--- src/rtl/popcount_arbiter.sv ---
// Round-robin sequencer sharing one go/done popcount engine among NUM_REQ requesters.
// Optional watchdog on the engine handshake: define POPCOUNT_ARB_TIMEOUT_EN.
module popcount_arbiter #(
  parameter  int NUM_REQ = 4,
  parameter  int WIDTH   = 8,
  localparam int CW      = $clog2(WIDTH + 1)
) (
  input  logic                       clk,
  input  logic                       rst,
  input  logic [NUM_REQ-1:0]         req,
  input  logic [NUM_REQ*WIDTH-1:0]   req_data,
  output logic [NUM_REQ-1:0]         ack,
  output logic [CW-1:0]              result,
  output logic                       busy,
  output logic                       eng_go,
  output logic [WIDTH-1:0]           eng_data,
  input  logic                       eng_done,
  input  logic [CW-1:0]              eng_count,
  output logic                       err
);

  localparam int PW = $clog2(NUM_REQ);

  typedef enum logic [1:0] {IDLE, ISSUE, WAIT, RESPOND} state_t;

  state_t             state_q;
  logic [PW-1:0]      ptr_q, gnt_q, pick_d, idx_w;
  logic               found_d;
  logic [WIDTH-1:0]   op_q, op_d;
  logic [CW-1:0]      res_q;
  logic [NUM_REQ-1:0] ack_q;
  logic               busy_q, go_q;
  int unsigned        idx;

`ifdef POPCOUNT_ARB_TIMEOUT_EN
  localparam int WD_LIMIT = 2 * WIDTH + 4;
  localparam int WDW      = $clog2(WD_LIMIT + 1);
  logic [WDW-1:0] wd_q;
  logic           err_q;
  assign err = err_q;
`else
  assign err = 1'b0;
`endif

  // First pending requester at or after ptr_q, searching upward with wrap.
  always_comb begin
    found_d = 1'b0;
    pick_d  = '0;
    op_d    = '0;
    idx     = '0;
    idx_w   = '0;
    for (int unsigned i = 0; i < NUM_REQ; i++) begin
      idx = 32'(ptr_q) + i;
      if (idx >= NUM_REQ) idx -= NUM_REQ;
      idx_w = idx[PW-1:0];
      if (!found_d && req[idx_w]) begin
        found_d = 1'b1;
        pick_d  = idx_w;
        op_d    = req_data[idx_w*WIDTH +: WIDTH];
      end
    end
  end

  always_ff @(posedge clk or posedge rst) begin
    if (rst) begin
      state_q <= IDLE;
      ptr_q   <= '0;
      gnt_q   <= '0;
      op_q    <= '0;
      res_q   <= '0;
      ack_q   <= '0;
      busy_q  <= 1'b0;
      go_q    <= 1'b0;
`ifdef POPCOUNT_ARB_TIMEOUT_EN
      wd_q    <= '0;
      err_q   <= 1'b0;
`endif
    end else begin
      go_q  <= 1'b0;
      ack_q <= '0;
`ifdef POPCOUNT_ARB_TIMEOUT_EN
      err_q <= 1'b0;
`endif
      case (state_q)
        IDLE: begin
          if (found_d) begin
            gnt_q   <= pick_d;
            op_q    <= op_d;
            go_q    <= 1'b1;
            busy_q  <= 1'b1;
            state_q <= ISSUE;
          end
        end
        ISSUE: begin
`ifdef POPCOUNT_ARB_TIMEOUT_EN
          wd_q    <= '0;
`endif
          state_q <= WAIT;
        end
        WAIT: begin
          if (eng_done) begin
            res_q        <= eng_count;
            ack_q[gnt_q] <= 1'b1;
            state_q      <= RESPOND;
          end
`ifdef POPCOUNT_ARB_TIMEOUT_EN
          else if (wd_q == WDW'(WD_LIMIT - 1)) begin
            res_q        <= '1;
            ack_q[gnt_q] <= 1'b1;
            err_q        <= 1'b1;
            state_q      <= RESPOND;
          end else begin
            wd_q <= wd_q + 1'b1;
          end
`endif
        end
        RESPOND: begin
          ptr_q   <= (32'(gnt_q) == NUM_REQ - 1) ? '0 : gnt_q + 1'b1;
          busy_q  <= 1'b0;
          state_q <= IDLE;
        end
        default: state_q <= IDLE;
      endcase
    end
  end

  assign ack      = ack_q;
  assign result   = res_q;
  assign busy     = busy_q;
  assign eng_go   = go_q;
  assign eng_data = op_q;

endmodule

--- config.mk ---
export PLATFORM = sky130hd
export DESIGN_NAME = popcount_arbiter
export DESIGN_NICKNAME = d
export VERILOG_FILES = /design/src/rtl/popcount_arbiter.sv
export SDC_FILE = /design/constraint.sdc
export NUM_CORES = 1
export LEC_CHECK = 0
export BUFFER_PORTS_ARGS = -buffer_cell sky130_fd_sc_hd__buf_4
export CAP_MARGIN = 0
export CORE_MARGIN = 8
export CORE_UTILIZATION = 40
export CTS_BUF_LIST = sky130_fd_sc_hd__clkbuf_8
export DETAILED_ROUTE_END_ITERATION = 8
export PLACE_DENSITY_LB_ADDON = 0.25
export SLEW_MARGIN = 20
export SYNTH_ARGS = -nofsm -noshare
export SYNTH_HDL_FRONTEND = slang
export SYNTH_SLANG_ARGS = --single-unit
--- constraint.sdc ---
create_clock -name clk -period 1.8 [get_ports clk]
set_input_delay 0.36 -clock clk [delete_from_list [all_inputs] [get_ports clk]]
set_output_delay 0.36 -clock clk [all_outputs]
set_load 0.03 [all_outputs]
Word level (Yosys, flattened, before mapping)
Index checks and enable logic that the tools add are counted.

storage, ports and cells
  register bits after elaboration = 24
  input bits = 43
  output and inout port bits = 19
  word-level logic and storage cells = 85

cells by class
  add/sub/neg operators = 8
  $lt $le $gt $ge = 10
  eq/ne operators = 6
  shift operators = 4
  muxes and demuxes = 36
  reductions and logical operators = 13

operators by type and width
  cell                   count
  $shiftx A32 B6 Y8      4
  $mux W8                4
  $mux W2                11
  $lt A2 B3 Y1 const B   5
  $mux W1                12
  $ge A3 B3 Y1 const B   3
  $bmux W1 S2            4
  $mux W4                2
  $pmux W2 S4            1
  $reduce_and A2 Y1      4
  $sub A2 B1 Y2 const B  4
  $add A2 B2 Y3 const B  2
  $eq A2 B2 Y1 const B   3
  $logic_and A1 B1 Y1    4
  $ne A2 B2 Y1 const B   2
  $add A2 B1 Y3 const B  1
  $ge A2 B3 Y1 const B   1
  $logic_not A1 Y1       3
  $add A2 B1 Y2 const B  1
  $demux W1 S2           1
  $eq A2 B1 Y1 const B   1
  $ge A2 B1 Y1 const B   1
  $logic_not A2 Y1       1
  $pmux W1 S2            1
  $reduce_bool A2 Y1     1

Depth between registers and ports, before layout
  word-level depth = 16
  mapped depth = 8
  gate-level depth less buffers = 6

Least setup slack after synthesis
OpenSTA, ideal clock, no wires.

  kind = register to register
  start = register ptr_q[0]
  end = register op_q[0], in the netlist eng_data[0]
  setup time = 121 ps
  data arrival time = 1660 ps
  data required time = 1679 ps
  setup slack = 19 ps
  stages on the path, launching flop included = 7
  buffers on the path = 1
  clock period less this slack = 1781 ps
  cells stage by stage = dfrtp_1 > buf_6 > and3_1 > a311oi_2 > a21oi_1 > or4_1 > a22o_1

on the way
  longest elaborated chain between the ends = 15
  elaborated cells on any way between the ends = 42
  classes of those cells = add/sub (7); order compare (4); shift (4); mux (20); reduce/logical (7)

ends and longest elaborated chain
  item                                                                    RTL line  source
  from (decl)                                                             27        logic [PW-1:0] ptr_q, gnt_q, pick_d, idx_w;
  from (signal assigned)                                                  118       ptr_q <= (32'(gnt_q) == NUM_REQ - 1) ? '0 : gnt_q + 1'b1;
  parallel branches: the longest is 15 deep, another holds $add A2 B1 Y3  -
  to (signal assigned)                                                    88        op_q <= op_d;
  to (decl)                                                               29        logic [WIDTH-1:0] op_q, op_d;

Several ways; the timed one is not identified. The select of a mux whose other input is x is not followed.
A chain may end at the register's enable or synchronous reset.

Worst setup path after layout
  start = register ptr_q[0]
  end = register op_q[1], in the netlist eng_data[1]

Same word-level chain as after synthesis.

==> out/results.ini <==
[run_status]
run_status = finished, violations left
failed_checks = setup timing

[global_routing]
grt_usage = 0.152
grt_max_degree = 27
grt_pass1_vias = 2185
antenna_found_initial = 0
grt_pass1_wl_mm = 10.5
overflow = 0

[synth]
synth_seq_area_share = 0.272
syn_nets = 290
synth_enable_flop_cells = 0
netlist_area_um2 = 2200
synthArstFlopShare = 1.00
netlist_instances = 240
yosysUniqueCellTypes = 54
yosys_most_used_dff = dfrtp_1
ys_ff_latch = 24
avgSynthCellArea_um2 = 9.19
yosys_warnings = 0

[floorplan]
io-pin-count = 62
dieArea_um2 = 8140
core-area_um2 = 5410
die_w_um = 90.2
die_h_um = 90.2
start_util = 0.408
rows = 27

[critical_path]
worstPathArrival_ps = 2080
crit_buf_inv = 3
r2r_cells = 8
cp_cell_sequence = buf_6 > and3b_4 > buf_4 > a211oi_2 > buf_4 > a2111oi_0 > o31ai_1 > a21oi_1
r2r-end = eng_data[1]
cpMostUsedCell = buf_4
timing.rr.start = ptr_q[0]
critPathKind = register to register
crit_slowest_cell = dfrtp_4
ff2ff_setup_slack_ps = -130
setup.worst_path.end_class = register
required_ps = 1950
critPathMaxStageDelay_ps = 540
critPathTopFamily = compound AO/OA/AOI/OAI gates
critPathMaxFanout = 7
cp-start-kind = register

[placed_design]
placement.io_buffers = 60
finalWeightedCongestion = 0.908
dp.cells = 380
dp_hpwl_mm = 4.75
place_ws_ps = -255
place_area_um2 = 2820

[cells_and_area]
drive_above_1_share = 0.409
layout.cells.non_filler = 392
final_cell_area_um2 = 3000
nets = 371
num_antenna_cells = 0
syn_to_final_growth_pct = 35.9

[sta]
period_share = 1.07
min_period_ps = 1930
setup_viol = 8
holdWs_ps = 141
fin_worst_skew_ps = 3.60
rsz0062_at_grt = yes
timing.setup.tns_ps = -658
hold_viol_final = 0
layout_setup_ws_ps = -129
drv_slew = 0
clock.fmax_ghz = 0.518

[clock_network]
clk_path_buf_depth = 2
htreeDepth = 1
clock_latency_ps = 270
cts_tree = done
clkTransAtPathRegs_ps = 90
clkSinkCount = 24
cts_hold_buf = 0
cts_root_buf = clkbuf_8
cts-buffers-inserted = 3

[route]
vias = 2132
wl_per_cell_um = 16.1
drt_iter0_drc = 85
finalWirelength_mm = 6.31
final_antenna_net_count = 0
route.detailed.drc = 0
first_pass_iters = 5
via_per_inst = 5.44

[pwr]
power_density_nw_per_um2 = 1520
irDropWorstVdd_uv = 788
p_leak_uw = 0.00143

[hold_path]
min_path_type = input port to asynchronous set/reset pin

[run]
max_cap_viol_count = 0

-- logic make-up (layout without fill, tap and decap cells) --
family | Yosys count | after routing | synth area share
flip-flops | 24 | 24 | 0.272
other | 1 | 1 | 0.00170
AND/OR/NAND/NOR | 65 | 65 | 0.165
multiplexers | 46 | 46 | 0.224
AO/OA/AOI/OAI | 68 | 68 | 0.213
buffers and inverters | 29 | 109 | 0.0840
adder cells (fa/ha/maj) | 7 | 7 | 0.0397
-- where the power goes --
group          internal (uW)  leakage [uW]  switching [uW]  total, uW
clock network            153     0.0000269             177        330
registers                792      0.000288             212       1000
logic                   1530       0.00111            1680       3210
total                   2470       0.00143            2070       4550
-- sequential cells by signal (all words and copies together) (netlist names) --
register  cells
busy          1
state_q       2
result        4
eng_go        1
ack           4
gnt_q         2
ptr_q         2
eng_data      8
-- worst min-delay path, cell delays in order --
cell   delay, ps
buf_4        100
inv_1         40
buf_4        300
-- layer usage --
layer,GRT usage,share of wire
met5,0,0
met4,0.0250,0.0035
met3,0.0299,0.045
met2,0.266,0.50
met1,0.190,0.45
-- what timing repair did --
| action | 4_1_cts | 5_1_grt |
|---|---|---|
| gates resized for setup | 18 | 4 |
| pin swaps | 8 | 8 |
| setup endpoints to repair | 8 | 8 |
| setup buffers | 8 | 0 |
-- stage by stage --
step	total power (uW)	utilization
after CTS	4530	0.551
final	4550	0.554
after global placement	3920	0.522
after detailed placement	3980	0.522
after floorplan	3120	-
after global routing	4920	0.554
-- cell type report --
cell class / instances / area, um2
timing repair buffer: 94 / 753
tap: 72 / 90.1
clock buffer: 3 / 41.3
clock inverter: 1 / 3.75
sequential: 24 / 606
inverter: 11 / 41.3
multi-input combinational: 187 / 1460
fill: 505 / 2410
-- worst max path at each step --
| stage | cells past startpoint | endpoint | slack [ps] | start |
|---|---|---|---|---|
| 3_3_place_gp | 5 | eng_data[5] | -170 | ptr_q[1] |
| 5_1_grt | 7 | eng_data[6] | -220 | ptr_q[0] |
| 2_1_floorplan | 6 | eng_data[0] | 20 | ptr_q[0] |
| 3_5_place_dp | 5 | eng_data[1] | -260 | ptr_q[1] |
| 4_1_cts | 8 | eng_data[1] | -120 | ptr_q[0] |
| 6_report | 8 | eng_data[1] | -130 | ptr_q[0] |
-- cells in the mapped netlist, types with 2 or more instances --
| library cell | count | area [um2] |
|---|---|---|
| o31ai_1 | 7 | 52.6 |
| buf_2 | 5 | 25.0 |
| or2_2 | 2 | 12.5 |
| a22o_1 | 2 | 17.5 |
| a2111oi_0 | 7 | 61.3 |
| nand3b_1 | 2 | 15.0 |
| and3_1 | 5 | 31.3 |
| buf_4 | 4 | 30.0 |
| a22oi_1 | 7 | 52.6 |
| buf_6 | 3 | 33.8 |
| clkbuf_1 | 4 | 15.0 |
| and2_1 | 7 | 43.8 |
| nor2_1 | 19 | 71.3 |
| o21ai_0 | 13 | 65.1 |
| o221ai_1 | 2 | 17.5 |
| buf_12 | 2 | 40.0 |
| inv_1 | 10 | 37.5 |
| mux2_2 | 14 | 158 |
| nor3b_1 | 3 | 22.5 |
| ha_1 | 7 | 87.6 |
| nand4_1 | 2 | 12.5 |
| nand2_1 | 10 | 37.5 |
| dfrtp_1 | 24 | 601 |
| a21oi_1 | 18 | 90.1 |
| nand2b_1 | 2 | 12.5 |
| mux2i_1 | 31 | 310 |
-- cell usage in the layout (no fill, tap or decap), types with 7 or more instances in the layout --
| cell type | Yosys | final |
|---|---|---|
| and2_1 | 7 | 7 |
| o21ai_0 | 13 | 13 |
| a22oi_1 | 7 | 7 |
| nand2_1 | 10 | 10 |
| buf_4 | 4 | 87 |
| inv_1 | 10 | 11 |
| a21oi_1 | 18 | 18 |
| dfrtp_1 | 24 | 22 |
| nor2_1 | 19 | 19 |
| ha_1 | 7 | 7 |
| mux2i_1 | 31 | 31 |
| mux2_2 | 14 | 14 |
| o31ai_1 | 7 | 7 |
Power figures use the tool's default switching activity.
